--- config.mk ---
export PLATFORM = sky130hd
export DESIGN_NAME = m1rstctrl
export DESIGN_NICKNAME = d
export VERILOG_FILES = /design/src/rtl/m1rstctrl_pkg.sv /design/src/rtl/m1rstctrl_debounce.sv /design/src/rtl/m1rstctrl.sv
export SDC_FILE = /design/constraint.sdc
export NUM_CORES = 1
export LEC_CHECK = 0
export BUFFER_PORTS_ARGS = -buffer_cell sky130_fd_sc_hd__clkbuf_2
export CORE_ASPECT_RATIO = 0.6
export CORE_UTILIZATION = 34
export CTS_CLUSTER_SIZE = 8
export DETAILED_ROUTE_END_ITERATION = 8
export PLACE_DENSITY_LB_ADDON = 0.3
export REMOVE_ABC_BUFFERS = 1
export SLEW_MARGIN = 20
export SYNTH_ARGS = -nofsm -noshare
export SYNTH_HDL_FRONTEND = slang
export SYNTH_SLANG_ARGS = --single-unit
--- constraint.sdc ---
create_clock -name sys_clk -period 2.05 [get_ports sys_clk]
set_input_delay 0.1025 -clock sys_clk [delete_from_list [all_inputs] [get_ports sys_clk]]
set_output_delay 0.1025 -clock sys_clk [all_outputs]
set_load 0.1 [all_outputs]
--- src/rtl/m1rstctrl_pkg.sv ---
// m1rstctrl_pkg
//   Shared definitions for the reset-request controller.
//   - CSR register offsets (word index inside the bank)
//   - CAUSE bit positions and the power-up value of the cause register
//   - Unlock keys for soft reset and watchdog enable/kick
//   - Request-merge FSM state encoding
//   - Helper that applies write-one-to-clear and new events to the cause register
package m1rstctrl_pkg;

    // Register offsets, compared against csr_a[9:0]
    localparam logic [9:0] REG_CTRL   = 10'd0;
    localparam logic [9:0] REG_RELOAD = 10'd1;
    localparam logic [9:0] REG_WDT    = 10'd2;
    localparam logic [9:0] REG_CAUSE  = 10'd3;

    // CAUSE register bit positions
    localparam int CAUSE_POR  = 0;
    localparam int CAUSE_BTN  = 1;
    localparam int CAUSE_SOFT = 2;
    localparam int CAUSE_WDT  = 3;

    // Power-up content of the cause register: only POR set
    localparam logic [3:0] CAUSE_INIT = 4'b0001;

    // Unlock keys
    localparam logic [31:0] SOFT_KEY     = 32'h5AFE_0001;
    localparam logic [7:0]  WDT_EN_KEY   = 8'hA5;
    localparam logic [7:0]  WDT_KICK_KEY = 8'h5A;

    // Request merge: idle -> one-cycle pulse -> hold until sys_rst
    typedef enum logic [1:0] {
        REQ_IDLE  = 2'd0,
        REQ_PULSE = 2'd1,
        REQ_HOLD  = 2'd2
    } req_state_t;

    // New events win over a clear issued in the same cycle.
    function automatic logic [3:0] cause_update(
        input logic [3:0] cur,
        input logic [3:0] clr,
        input logic [3:0] set
    );
        return (cur & ~clr) | set;
    endfunction

endpackage

--- src/rtl/m1rstctrl_debounce.sv ---
// m1rstctrl_debounce
//   Two-flop synchroniser for the raw (active-low) reset button followed by a
//   stable-count debouncer. The debounced state only changes after the
//   synchronised input has disagreed with it for debounce_cycles consecutive
//   clocks; any agreeing sample restarts the count.
//
//   The debounced state comes out of reset as "pressed". A button that is
//   idle at reset therefore produces a release_seen pulse once it has been
//   stable high long enough, while a button held through reset stays
//   "pressed" and never generates a fresh press edge until it is released.
//
// Parameters
//   debounce_cycles  consecutive stable cycles needed to change state (>= 1)
// Ports
//   clk           in   clock
//   srst          in   synchronous active-high reset
//   btn_n         in   raw button, active low, asynchronous to clk
//   pressed       out  debounced level, 1 = button held down
//   release_seen  out  one-cycle pulse after a debounced release
module m1rstctrl_debounce #(
    parameter logic [19:0] debounce_cycles = 20'd1000000
) (
    input  logic clk,
    input  logic srst,
    input  logic btn_n,
    output logic pressed,
    output logic release_seen
);

    logic [1:0]  sync_reg;
    logic [19:0] cnt_reg;
    logic        pressed_reg;
    logic        release_reg;
    logic        btn_low;

    // Synchroniser; resets to the idle (released) level.
    always_ff @(posedge clk) begin
        if (srst) begin
            sync_reg <= 2'b11;
        end else begin
            sync_reg <= {sync_reg[0], btn_n};
        end
    end

    assign btn_low = ~sync_reg[1];

    always_ff @(posedge clk) begin
        if (srst) begin
            cnt_reg     <= '0;
            pressed_reg <= 1'b1;
            release_reg <= 1'b0;
        end else begin
            release_reg <= 1'b0;
            if (btn_low == pressed_reg) begin
                cnt_reg <= '0;
            end else if (cnt_reg == debounce_cycles - 20'd1) begin
                // This is the Nth consecutive disagreeing sample: accept it.
                cnt_reg     <= '0;
                pressed_reg <= btn_low;
                release_reg <= ~btn_low;
            end else begin
                cnt_reg <= cnt_reg + 20'd1;
            end
        end
    end

    assign pressed      = pressed_reg;
    assign release_seen = release_reg;

endmodule

--- src/rtl/m1rstctrl.sv ---
// m1rstctrl
//   Reset-request controller driving the CRG trigger_reset input. Merges the
//   debounced board button, a keyed CSR software reset and the watchdog into a
//   single one-cycle trigger pulse, and keeps a sticky reset-cause register
//   that survives sys_rst (power-up value: POR only).
//
//   Build option: define M1RSTCTRL_WDT_EN to include the watchdog (RELOAD and
//   WDT registers, wdt_running, CAUSE.WDT). Without it those registers read 0,
//   ignore writes and no counter logic is built.
//
// Parameters
//   csr_addr         CSR bank select, compared against csr_a[13:10]
//   debounce_cycles  stable-low cycles needed to accept a button press
//   wdt_width        watchdog counter/reload width (1..32)
// Ports
//   sys_clk        in   system clock
//   sys_rst        in   synchronous active-high reset
//   btn_reset_n    in   raw reset button, active low, asynchronous
//   csr_a          in   CSR address (bank in [13:10], register in [9:0])
//   csr_we         in   CSR write strobe
//   csr_di         in   CSR write data
//   csr_do         out  CSR read data, registered, 0 when bank not selected
//   trigger_reset  out  one-cycle reset request to the CRG
//   wdt_running    out  watchdog enabled and counting
//
// Register map
//   0 CTRL    W: SOFT_KEY requests a soft reset, R: 0
//   1 RELOAD  RW: watchdog reload value
//   2 WDT     W: bit8 + WDT_EN_KEY enables/loads, WDT_KICK_KEY reloads; R: running
//   3 CAUSE   R: {WDT, SOFT, BTN, POR}, write-one-to-clear
module m1rstctrl #(
    parameter logic [3:0]  csr_addr        = 4'h0,
    parameter logic [19:0] debounce_cycles = 20'd1000000,
    parameter int          wdt_width       = 32
) (
    input  logic        sys_clk,
    input  logic        sys_rst,
    input  logic        btn_reset_n,
    input  logic [13:0] csr_a,
    input  logic        csr_we,
    input  logic [31:0] csr_di,
    output logic [31:0] csr_do,
    output logic        trigger_reset,
    output logic        wdt_running
);

    import m1rstctrl_pkg::*;

    // ------------------------------------------------------------------
    // CSR decode
    // ------------------------------------------------------------------
    logic       csr_sel;
    logic [9:0] reg_off;
    logic       csr_wr;

    assign csr_sel = (csr_a[13:10] == csr_addr);
    assign reg_off = csr_a[9:0];
    assign csr_wr  = csr_we && csr_sel;

    // ------------------------------------------------------------------
    // Button path
    // ------------------------------------------------------------------
    logic pressed;
    logic release_seen;
    logic pressed_d_reg;
    logic armed_reg;
    logic btn_req;

    m1rstctrl_debounce #(
        .debounce_cycles(debounce_cycles)
    ) u_debounce (
        .clk          (sys_clk),
        .srst         (sys_rst),
        .btn_n        (btn_reset_n),
        .pressed      (pressed),
        .release_seen (release_seen)
    );

    // Only a fresh press (rising debounced level) after a debounced release
    // counts. pressed_d_reg resets to 1 to match the debouncer reset state so
    // reset itself never looks like a press.
    assign btn_req = pressed && !pressed_d_reg && armed_reg;

    always_ff @(posedge sys_clk) begin
        if (sys_rst) begin
            pressed_d_reg <= 1'b1;
            armed_reg     <= 1'b0;
        end else begin
            pressed_d_reg <= pressed;
            if (btn_req) begin
                armed_reg <= 1'b0;
            end else if (release_seen) begin
                armed_reg <= 1'b1;
            end
        end
    end

    // ------------------------------------------------------------------
    // Software reset: registered so the request appears the cycle after the
    // write and the pulse the cycle after that.
    // ------------------------------------------------------------------
    logic soft_req_reg;

    always_ff @(posedge sys_clk) begin
        if (sys_rst) begin
            soft_req_reg <= 1'b0;
        end else begin
            soft_req_reg <= csr_wr && (reg_off == REG_CTRL) && (csr_di == SOFT_KEY);
        end
    end

    // ------------------------------------------------------------------
    // Watchdog
    // ------------------------------------------------------------------
    logic [wdt_width-1:0] reload_val;
    logic                 wdt_running_val;
    logic                 wdt_req;

`ifdef M1RSTCTRL_WDT_EN
    logic [wdt_width-1:0] reload_reg;
    logic [wdt_width-1:0] wdt_cnt_reg;
    logic                 running_reg;
    logic                 wdt_load;
    logic                 wdt_kick;

    assign wdt_load = csr_wr && (reg_off == REG_WDT) && csr_di[8]
                      && (csr_di[7:0] == WDT_EN_KEY);
    // A kick only means something once the watchdog is running.
    assign wdt_kick = csr_wr && (reg_off == REG_WDT) && running_reg
                      && (csr_di[7:0] == WDT_KICK_KEY);

    always_ff @(posedge sys_clk) begin
        if (sys_rst) begin
            reload_reg  <= '0;
            wdt_cnt_reg <= '0;
            running_reg <= 1'b0;
        end else begin
            if (csr_wr && (reg_off == REG_RELOAD)) begin
                reload_reg <= csr_di[wdt_width-1:0];
            end
            if (wdt_load) begin
                // Enabling is one-way; only sys_rst clears running_reg.
                running_reg <= 1'b1;
                wdt_cnt_reg <= reload_reg;
            end else if (wdt_kick) begin
                wdt_cnt_reg <= reload_reg;
            end else if (running_reg && (wdt_cnt_reg != '0)) begin
                // Saturates at 0 so the request stays asserted after expiry.
                wdt_cnt_reg <= wdt_cnt_reg - wdt_width'(1);
            end
        end
    end

    assign reload_val      = reload_reg;
    assign wdt_running_val = running_reg;
    // A kick arriving in the expiry cycle rescues the system.
    assign wdt_req         = running_reg && (wdt_cnt_reg == '0) && !wdt_kick;
`else
    assign reload_val      = '0;
    assign wdt_running_val = 1'b0;
    assign wdt_req         = 1'b0;
`endif

    assign wdt_running = wdt_running_val;

    // ------------------------------------------------------------------
    // Request merge and hold-off FSM
    // ------------------------------------------------------------------
    logic [3:0] req_vec;
    logic       any_req;
    logic [3:0] cause_set;
    req_state_t state_reg;
    req_state_t state_next;

    always_comb begin
        req_vec             = '0;
        req_vec[CAUSE_BTN]  = btn_req;
        req_vec[CAUSE_SOFT] = soft_req_reg;
        req_vec[CAUSE_WDT]  = wdt_req;
    end

    assign any_req = |req_vec;

    always_ff @(posedge sys_clk) begin
        if (sys_rst) begin
            state_reg <= REQ_IDLE;
        end else begin
            state_reg <= state_next;
        end
    end

    always_comb begin
        state_next = state_reg;
        case (state_reg)
            REQ_IDLE:  if (any_req) state_next = REQ_PULSE;
            REQ_PULSE: state_next = REQ_HOLD;
            // Leave only through sys_rst from the CRG.
            REQ_HOLD:  state_next = REQ_HOLD;
            default:   state_next = REQ_IDLE;
        endcase
    end

    always_comb begin
        trigger_reset = (state_reg == REQ_PULSE);
        // Cause bits are latched on the same edge that starts the pulse, so
        // they appear together with trigger_reset.
        cause_set = ((state_reg == REQ_IDLE) && any_req) ? req_vec : 4'b0000;
    end

    // ------------------------------------------------------------------
    // Cause register: initialised at configuration time, untouched by
    // sys_rst so software can read why the system came back up.
    // ------------------------------------------------------------------
    logic [3:0] cause_reg = CAUSE_INIT;
    logic [3:0] cause_clr;

    assign cause_clr = (csr_wr && (reg_off == REG_CAUSE)) ? csr_di[3:0] : 4'b0000;

    always_ff @(posedge sys_clk) begin
        if (!sys_rst) begin
            cause_reg <= cause_update(cause_reg, cause_clr, cause_set);
        end
    end

    // ------------------------------------------------------------------
    // CSR read path
    // ------------------------------------------------------------------
    logic [31:0] rd_data;
    logic [31:0] csr_do_reg;

    always_comb begin
        rd_data = '0;
        case (reg_off)
            REG_RELOAD: rd_data = 32'(reload_val);
            REG_WDT:    rd_data = {31'b0, wdt_running_val};
            REG_CAUSE:  rd_data = {28'b0, cause_reg};
            default:    rd_data = '0;
        endcase
    end

    always_ff @(posedge sys_clk) begin
        if (sys_rst) begin
            csr_do_reg <= '0;
        end else begin
            csr_do_reg <= csr_sel ? rd_data : 32'h0;
        end
    end

    assign csr_do = csr_do_reg;

endmodule

==> run summary, run 1 <==
Avg WL per Cell = 10.35 µm
CP Max Fanout = 8
startpoint types = register
most frequent cells in the layout = 54 x clkbuf_2, 33 x dfxtp_1, 29 x conb_1
outcome = finished with violations
asr flop ratio synth = 0%
Initial Utilization = 36.35%
setup slack, reg-to-reg = 0.35 ns
GRT Util Overall = 13.21%
post-route cell area = 2277 µm²
max FFs per register = 20
later-pin clock latency in the skew report = 0.28 ns
chip width = 98.30 µm
Leakage Power = 0.9409 nW
sequential share of the synthesized area = 41.27%
internal power = 0.001337 W
fin. max-slew vios = 0
RSZ-0062 raised after global routing = false
clk_skew = 0.005310 ns
Final setup viols = 0
first-pass GRT wire length = 6.051 mm
Logic pwr share = 24.7%
Critical Path AT = 1.92 ns
Vias = 1,502
Post-synth EDFFs = 4
sequential power share = 38.6%
initial antenna violation count = 0
final hold vios = 0
Detailed Route WL = 3.487 mm
multi-input logic area = 954.7 µm²
net switching power = 0.0006525 W
grt total ovfl = 0
number of global-route vias before repair = 1,370
Storage cell area = 780.7 µm²
layout cells sized above 1 = 26.94%
clock power share = 36.7%
port buffer count = 54
Slew headroom = 63.78%
die area = 5876 µm²
data required time of the critical path = 2.27 ns
R2R cell count = 4
DP HPWL = 2.801 mm
Fin Setup TNS = 0 ns
Antenna Cells = 0
Yosys cell types = 36
crit path time final = 1.697 ns
CTS tree = yes
critical path class = register to register
layout net count = 324
CP endpoint = u_debounce.cnt_reg[18]
die height = 59.78 µm
reg2reg end = u_debounce.cnt_reg[18]
core area = 5205 µm²
violated checks = DRC
switch share = 32.79%
largest net degree at the start of global routing = 13
# DRC = 3
VDD IR max = 0.2464 mV
Placement Cell Area = 2133 µm²
Hold WC Path Type = input port to register
htree depth = 2
ys flop type = dfxtp_1
Synth Warn # = 0
Root Buffer Master = clkbuf_8
Final GP Congestion = 0.7584
worst-margin pin slew = 0.5456 ns
Iter 0 DRT Violations = 53
Synth Register Bits = 37
Mapped Area = 1892 µm²
CTS Buffer Depth = 2
FF-to-FF Start = u_debounce.cnt_reg[7]
router iterations before antenna repair = 8
PwrDens = 873.8 nW/µm²
Mapped Cells = 211
IO Count = 84
area delta synth->final = 20.37%
Max Cap Viol = 0
Fillers = 514
Critical Path Sink Type = register
Worst-path clk slew = 0.07 ns
routed vias/inst = 4.457
period utilization = 82.78%
Setup crit start = u_debounce.cnt_reg[7]
commonest non-fill, non-tap cell in the layout = clkbuf_2
fin util = 43.75%
antenna-violating nets left = 0
Placement Rows = 20
clock sink count = 37
fmax = 0.5893 GHz
Mean Syn Cell Area = 8.966 µm²
CTS Buf Count = 5
## critical path, cell delays in order, from the launching register on
cell and delay (ns):
dfxtp_1 0.47, nand4_4 0.16, or3_1 0.43, or4_4 0.44, a21oi_2 0.13
## metal layers
| layer | up-vias | wire length, µm | GRT usage, % |
|---|---|---|---|
| li1 | 797 | - | - |
| met1 | 672 | 1923 | 17.99 |
| met2 | 28 | 1404 | 19.92 |
| met3 | 5 | 115 | 3.509 |
| met4 | 0 | 44 | 5.757 |
| met5 | - | 0 | 0 |
## power groups by stage
| stage | Sequential, W | Combinational [W] | Clock [W] |
|---|---|---|---|
| after floorplan | 0.000782 | 0.000410 | 0 |
| final | 0.000769 | 0.000491 | 0.000730 |
| after detailed placement | 0.000786 | 0.000490 | 0 |
| after global routing | 0.000774 | 0.000518 | 0.000785 |
| after global placement | 0.000784 | 0.000484 | 0 |
| after CTS | 0.000769 | 0.000492 | 0.000751 |
## kinds of logic (layout without fill, tap and decap cells)
kind of cell	Yosys count	after routing	synth area share, %
AO/OA/AOI/OAI	15	15	5.092
XOR/XNOR	15	15	6.944
adder cells (fa/ha/maj)	4	4	2.646
buffers and inverters	41	73	14.09
flip-flops	37	37	41.27
multiplexers	3	3	1.653
other	1	29	0.1982
AND/OR/NAND/NOR	95	95	28.11
## synthesized netlist by cell type (4+ instances only)
library cell	instances	area share (%)
dfxtp_1	33	35
buf_4	29	12
nor2_1	23	4.6
nand3_1	12	3.2
nor4_1	12	4.0
xnor2_1	10	4.6
nor3_1	9	2.4
inv_1	8	1.6
nand2_1	8	1.6
nand4_1	7	2.3
o21ai_0	5	1.3
xor2_1	5	2.3
edfxtp_1	4	6.3
ha_1	4	2.6
or3_1	4	1.3
## final cells by class
cell class | instances | share of cell area (%)
Inverter | 8 | 1.319
Clock inverter | 3 | 2.857
Multi-Input combinational cell | 161 | 41.92
Tap cell | 66 | 3.626
Timing Repair Buffer | 57 | 12.97
Clock buffer | 5 | 3.022
Sequential cell | 37 | 34.29
## metrics by stage
stage                     cells  power [W]  hold WS (ns)  worst slack, ns
after global placement      328   0.001268        0.2883           0.4006
after CTS                   337   0.002012       0.04447           0.3490
after detailed placement    328   0.001275        0.3016           0.3632
after floorplan             206   0.001192        0.1749          -0.3219
after global routing        337   0.002077       0.04877           0.1788
final                       337   0.001990       0.05548           0.3530
## what timing repair did
item                                   4_1_cts  5_1_grt
endpoints found under the hold margin        1        0
setup buffers                                0        0
resized for setup                            0        0
hold buffers                                 1        0
## worst min-delay path by stage
stage | from | cells after the start | endpoint | slack [ns]
6_report | csr_di[12] | 3 | soft_req_reg | 0.06
5_1_grt | csr_di[15] | 3 | soft_req_reg | 0.05
4_1_cts | csr_di[12] | 3 | soft_req_reg | 0.04
3_5_place_dp | btn_reset_n | 2 | u_debounce.sync_reg[0] | 0.30
3_3_place_gp | btn_reset_n | 2 | u_debounce.sync_reg[0] | 0.29
2_1_floorplan | sys_rst | 1 | state_reg[0] | 0.17
(Power assumes the default switching activity.)
==> run 2, diff against run 1 <==
==> constraint.sdc (replaced) <==
create_clock -name sys_clk -period 1.7 [get_ports sys_clk]
set_input_delay 0.085 -clock sys_clk [delete_from_list [all_inputs] [get_ports sys_clk]]
set_output_delay 0.085 -clock sys_clk [all_outputs]
set_load 0.1 [all_outputs]
==> run 2 against run 1 <==
The flow still finishes with violations (DRC). Utilization increased by 1.3 points. Setup slack got worse by 0.28 ns. Non-clock buffer count grew 11. Critical endpoint unchanged. Highest routed layer unchanged.
==> run summary, run 2 (synthesis gave the netlist of run 1 again) <==
outcome = finished with violations
violated checks = DRC
Hold WC Path Type = input port to register
PwrDens = 920.1 nW/µm²
CTS Buffer Depth = 2
Slew headroom = 63.98%
Final setup viols = 0
chip width = 98.30 µm
layout net count = 335
later-pin clock latency in the skew report = 0.29 ns
Fin Setup TNS = 0 ns
antenna-violating nets left = 0
Antenna Cells = 0
period utilization = 95.68%
GRT Util Overall = 14.04%
startpoint types = register
grt total ovfl = 0
max FFs per register = 20
routed vias/inst = 4.649
layout cells sized above 1 = 30.50%
Initial Utilization = 36.35%
die area = 5876 µm²
Placement Rows = 20
Root Buffer Master = clkbuf_8
setup slack, reg-to-reg = 0.07 ns
CTS Buf Count = 5
Detailed Route WL = 3.862 mm
# DRC = 3
largest net degree at the start of global routing = 21
Placement Cell Area = 2228 µm²
number of global-route vias before repair = 1,425
Max Cap Viol = 0
worst-margin pin slew = 0.5426 ns
Critical Path AT = 1.85 ns
R2R cell count = 4
final hold vios = 0
first-pass GRT wire length = 6.375 mm
crit path time final = 1.627 ns
fin util = 45.07%
DP HPWL = 3.035 mm
FF-to-FF Start = u_debounce.cnt_reg[8]
die height = 59.78 µm
Critical Path Sink Type = register
Vias = 1,618
RSZ-0062 raised after global routing = false
Post CTS Setup Buffer Count = 0
initial antenna violation count = 0
Worst-path clk slew = 0.07 ns
Leakage Power = 0.9852 nW
clk_skew = 0.001261 ns
fmax = 0.6148 GHz
post-route cell area = 2346 µm²
IO Count = 84
CP Max Fanout = 8
clock sink count = 37
Hold Path Depth = 3
core area = 5205 µm²
hold path startpoint = csr_di[12]
CTS tree = yes
Iter 0 DRT Violations = 87
port buffer count = 54
hold endpoint = soft_req_reg
Avg WL per Cell = 11.10 µm
reg2reg end = u_debounce.cnt_reg[18]
critical path class = register to register
data required time of the critical path = 1.93 ns
Final GP Congestion = 0.8252
router iterations before antenna repair = 8
fin. max-slew vios = 0
area delta synth->final = 24.01%
most frequent cells in the layout = 54 x clkbuf_2, 32 x dfxtp_1, 29 x conb_1
commonest non-fill, non-tap cell in the layout = clkbuf_2
Fillers = 501
VDD IR max = 0.2916 mV
htree depth = 2
[run 2: layout make-up]
cell class | instances | area [µm²] | share of cell area (%)
clock buffer | 8 | 90.09 | 3.840
inverter | 8 | 30.03 | 1.280
multi-input combinational | 161 | 970.9 | 41.39
sequential | 37 | 782.0 | 33.33
tap | 66 | 82.58 | 3.520
timing repair buffer | 68 | 390.4 | 16.64
[run 2: metrics by stage]
stage	setup slack [ns]	power (W)	std cells	hold WS [ns]
after floorplan	-0.6719	0.001438	206	0.1574
after global placement	0.07080	0.001541	339	0.2814
after detailed placement	0.02814	0.001553	339	0.2851
after CTS	0.009472	0.002187	348	0.02483
after global routing	0.004294	0.002255	348	0.05784
final	0.07346	0.002158	348	0.03786
[run 2: metal layers]
| layer | vias up | track usage [%] | routed length [µm] |
|---|---|---|---|
| met5 | - | 0 | 0 |
| met4 | 0 | 6.397 | 58 |
| met3 | 5 | 3.158 | 218 |
| met2 | 50 | 21.33 | 1610 |
| met1 | 741 | 19.22 | 1974 |
| li1 | 822 | - | - |
[run 2: power breakdown]
group          switching [W]  total [W]  internal, W
Sequential         0.0000143   0.000922     0.000908
Combinational       0.000480   0.000612     0.000132
Clock               0.000294   0.000624     0.000330
[run 2: how the worst max path moves through the flow]
stage                           from                     end  slack (ns)  cells past startpoint
4_1_cts        u_debounce.cnt_reg[7]  u_debounce.cnt_reg[18]       0.009                      4
3_5_place_dp   u_debounce.cnt_reg[7]  u_debounce.cnt_reg[18]        0.03                      4
3_3_place_gp   u_debounce.cnt_reg[9]      u_debounce.pressed        0.07                      4
6_report       u_debounce.cnt_reg[8]  u_debounce.cnt_reg[18]        0.07                      4
5_1_grt        u_debounce.cnt_reg[9]      u_debounce.pressed       0.004                      4
2_1_floorplan  u_debounce.cnt_reg[0]  u_debounce.cnt_reg[10]       -0.67                      4
[run 2: worst max-delay path: stages, from the launching register on]
cell and delay [ns]:
dfxtp_1 0.48, nand4_4 0.13, or3_4 0.38, or4_4 0.43, a21oi_2 0.14
[run 2: timing repair]
action / in CTS / in global routing
hold buffers: 1 / 0
gates resized for setup: 0 / 4
endpoints found under the hold margin: 1 / 0
setup endpoints to repair: 0 / 21
==> run 3, diff against run 2 <==
--- a/config.mk
+++ b/config.mk
@@ -7,6 +7,7 @@
 export LEC_CHECK = 0
 export BUFFER_PORTS_ARGS = -buffer_cell sky130_fd_sc_hd__clkbuf_2
 export CORE_ASPECT_RATIO = 0.6
+export CORE_MARGIN = 4
 export CORE_UTILIZATION = 34
 export CTS_CLUSTER_SIZE = 8
 export DETAILED_ROUTE_END_ITERATION = 8
==> constraint.sdc (replaced) <==
create_clock -name sys_clk -period 1.9 [get_ports sys_clk]
set_input_delay 0.095 -clock sys_clk [delete_from_list [all_inputs] [get_ports sys_clk]]
set_output_delay 0.095 -clock sys_clk [all_outputs]
set_load 0.1 [all_outputs]
==> run 3 against run 2 <==
The run now ends clean. Utilization fell by 2.6 points. Sequential share of layout area is 1.8 points higher. Cell count shrank 3.2%. Sequential power decreased by 10%. Hold slack improved by 0.016 ns. Combinational power fell by 13%. Sequential cell count unchanged. Non-clock buffer count fell by 11. Clock skew is 0.0013 ns higher. Clock power is 19% lower. Fmax fell by 5.2%. Critical endpoint unchanged. Highest routed layer unchanged.
==> run summary, run 3 (synthesis gave the netlist of run 1 again) <==
max FFs per register = 20
data required time of the critical path = 2.12 ns
CP Cell Sequence = ha_1, nand3_1, or4_4, a21oi_2
CTS Buf Count = 5
Placement Rows = 20
Iter 0 DRT Violations = 47
Post CTS Setup Buffer Count = 0
routed vias/inst = 4.513
initial antenna violation count = 0
grt total ovfl = 0
outcome = finished clean
most frequent cells in the layout = 54 x clkbuf_2, 33 x dfxtp_1, 29 x conb_1
Final setup viols = 0
die area = 6861 µm²
critical path class = register to register
port buffer count = 54
FF-to-FF Start = u_debounce.cnt_reg[0]
Leakage Power = 0.9122 nW
antenna-violating nets left = 0
Critical path buffers and inverters = 0
final hold vios = 0
commonest non-fill, non-tap cell in the layout = clkbuf_2
VDD IR max = 0.2900 mV
number of global-route vias before repair = 1,402
Worst-path clk slew = 0.07 ns
Antenna Cells = 0
delay-heaviest family, CP = simple AND/OR/NAND/NOR gates
clk_skew = 0.002561 ns
area delta synth->final = 17.53%
htree depth = 2
startpoint types = register
post-CTS sizing = 0
fin. max-slew vios = 0
hold path startpoint = csr_di[12]
Critical Path Sink Type = register
chip width = 104.3 µm
fin util = 42.51%
die height = 65.78 µm
GRT Util Overall = 11.30%
CP Max Fanout = 8
fmax = 0.5826 GHz
Vias = 1,521
layout cells sized above 1 = 25.83%
Avg WL per Cell = 11.34 µm
period utilization = 90.34%
CP Depth = 4
clock sink count = 37
first-pass GRT wire length = 6.320 mm
Slew headroom = 63.77%
layout net count = 324
Critical Path AT = 1.94 ns
Root Buffer Master = clkbuf_8
Max Cap Viol = 0
Fillers = 516
switch share = 36.66%
CTS tree = yes
DP HPWL = 3.029 mm
R2R cell count = 4
crit path time final = 1.717 ns
clock power share = 27.1%
Final GP Congestion = 0.7273
largest net degree at the start of global routing = 14
RSZ-0062 raised after global routing = false
worst slack, placed = 0.2165 ns
Detailed Route WL = 3.821 mm
multi-input logic area = 954.7 µm²
slowest CP cell = or4_4
worst-margin pin slew = 0.5457 ns
Hold WC Path Type = input port to register
post-route worst setup slack = 0.1835 ns
later-pin clock latency in the skew report = 0.28 ns
internal power = 0.001182 W
IO Count = 84
Storage cell area = 780.7 µm²
Hold Path Depth = 3
total chip power = 0.001866 W
Logic pwr share = 28.4%
net switching power = 0.0006841 W
core area = 5230 µm²
router iterations before antenna repair = 4
CTS Buffer Depth = 2
Initial Utilization = 36.17%
CP peak stage delay = 0.57 ns
PwrDens = 839.2 nW/µm²
Setup crit start = u_debounce.cnt_reg[0]
sequential power share = 44.4%
# DRC = 0
run 3: layout make-up:
type / count / area share (%)
multi-input combinational: 161 / 42.94
inverter: 8 / 1.351
clock buffer: 8 / 3.602
sequential: 37 / 35.12
timing repair buffer: 57 / 13.28
tap: 66 / 3.714
run 3: repair_timing:
action	in CTS	in global routing
setup endpoints to repair	0	0
hold buffers	1	0
hold endpoints to repair	1	0
run 3: metal layers:
layer | GRT usage (%) | share of wire (%) | wire, µm
met1 | 15.54 | 50 | 1905
met2 | 16.64 | 43 | 1637
met3 | 3.122 | 5.4 | 206
met4 | 4.809 | 1.9 | 72
met5 | 0 | 0 | 0
run 3: power groups by stage:
| stage | logic [W] | clock network (W) | registers (W) |
|---|---|---|---|
| after CTS | 0.000532 | 0.000526 | 0.000829 |
| final | 0.000530 | 0.000506 | 0.000829 |
| after detailed placement | 0.000530 | 0 | 0.000847 |
| after global routing | 0.000560 | 0.000556 | 0.000831 |
| after floorplan | 0.000443 | 0 | 0.000844 |
| after global placement | 0.000522 | 0 | 0.000846 |
run 3: final timing paths:
check	slack, ns	endpoint
max	0.18	u_debounce.cnt_reg[18]
min	0.05	soft_req_reg
max reg2reg	0.18	u_debounce.cnt_reg[18]
min reg2reg	0.41	u_debounce.sync_reg[1]
run 3: metrics by stage:
step           cell area, µm²  std cells  hold slack [ns]  TNS, ns
6_report                 2223        337          0.05386        0
5_1_grt                  2223        337          0.06327        0
4_1_cts                  2223        337          0.04881        0
3_5_place_dp             2133        328           0.2969        0
3_3_place_gp             2133        328           0.2821        0
2_1_floorplan            1760        206           0.1674   -9.110
run 3: worst reg2reg max path, cell delays in order, from the launching register on:
cell	delay, ns
dfxtp_1	0.41
ha_1	0.26
nand3_1	0.29
or4_4	0.57
a21oi_2	0.13
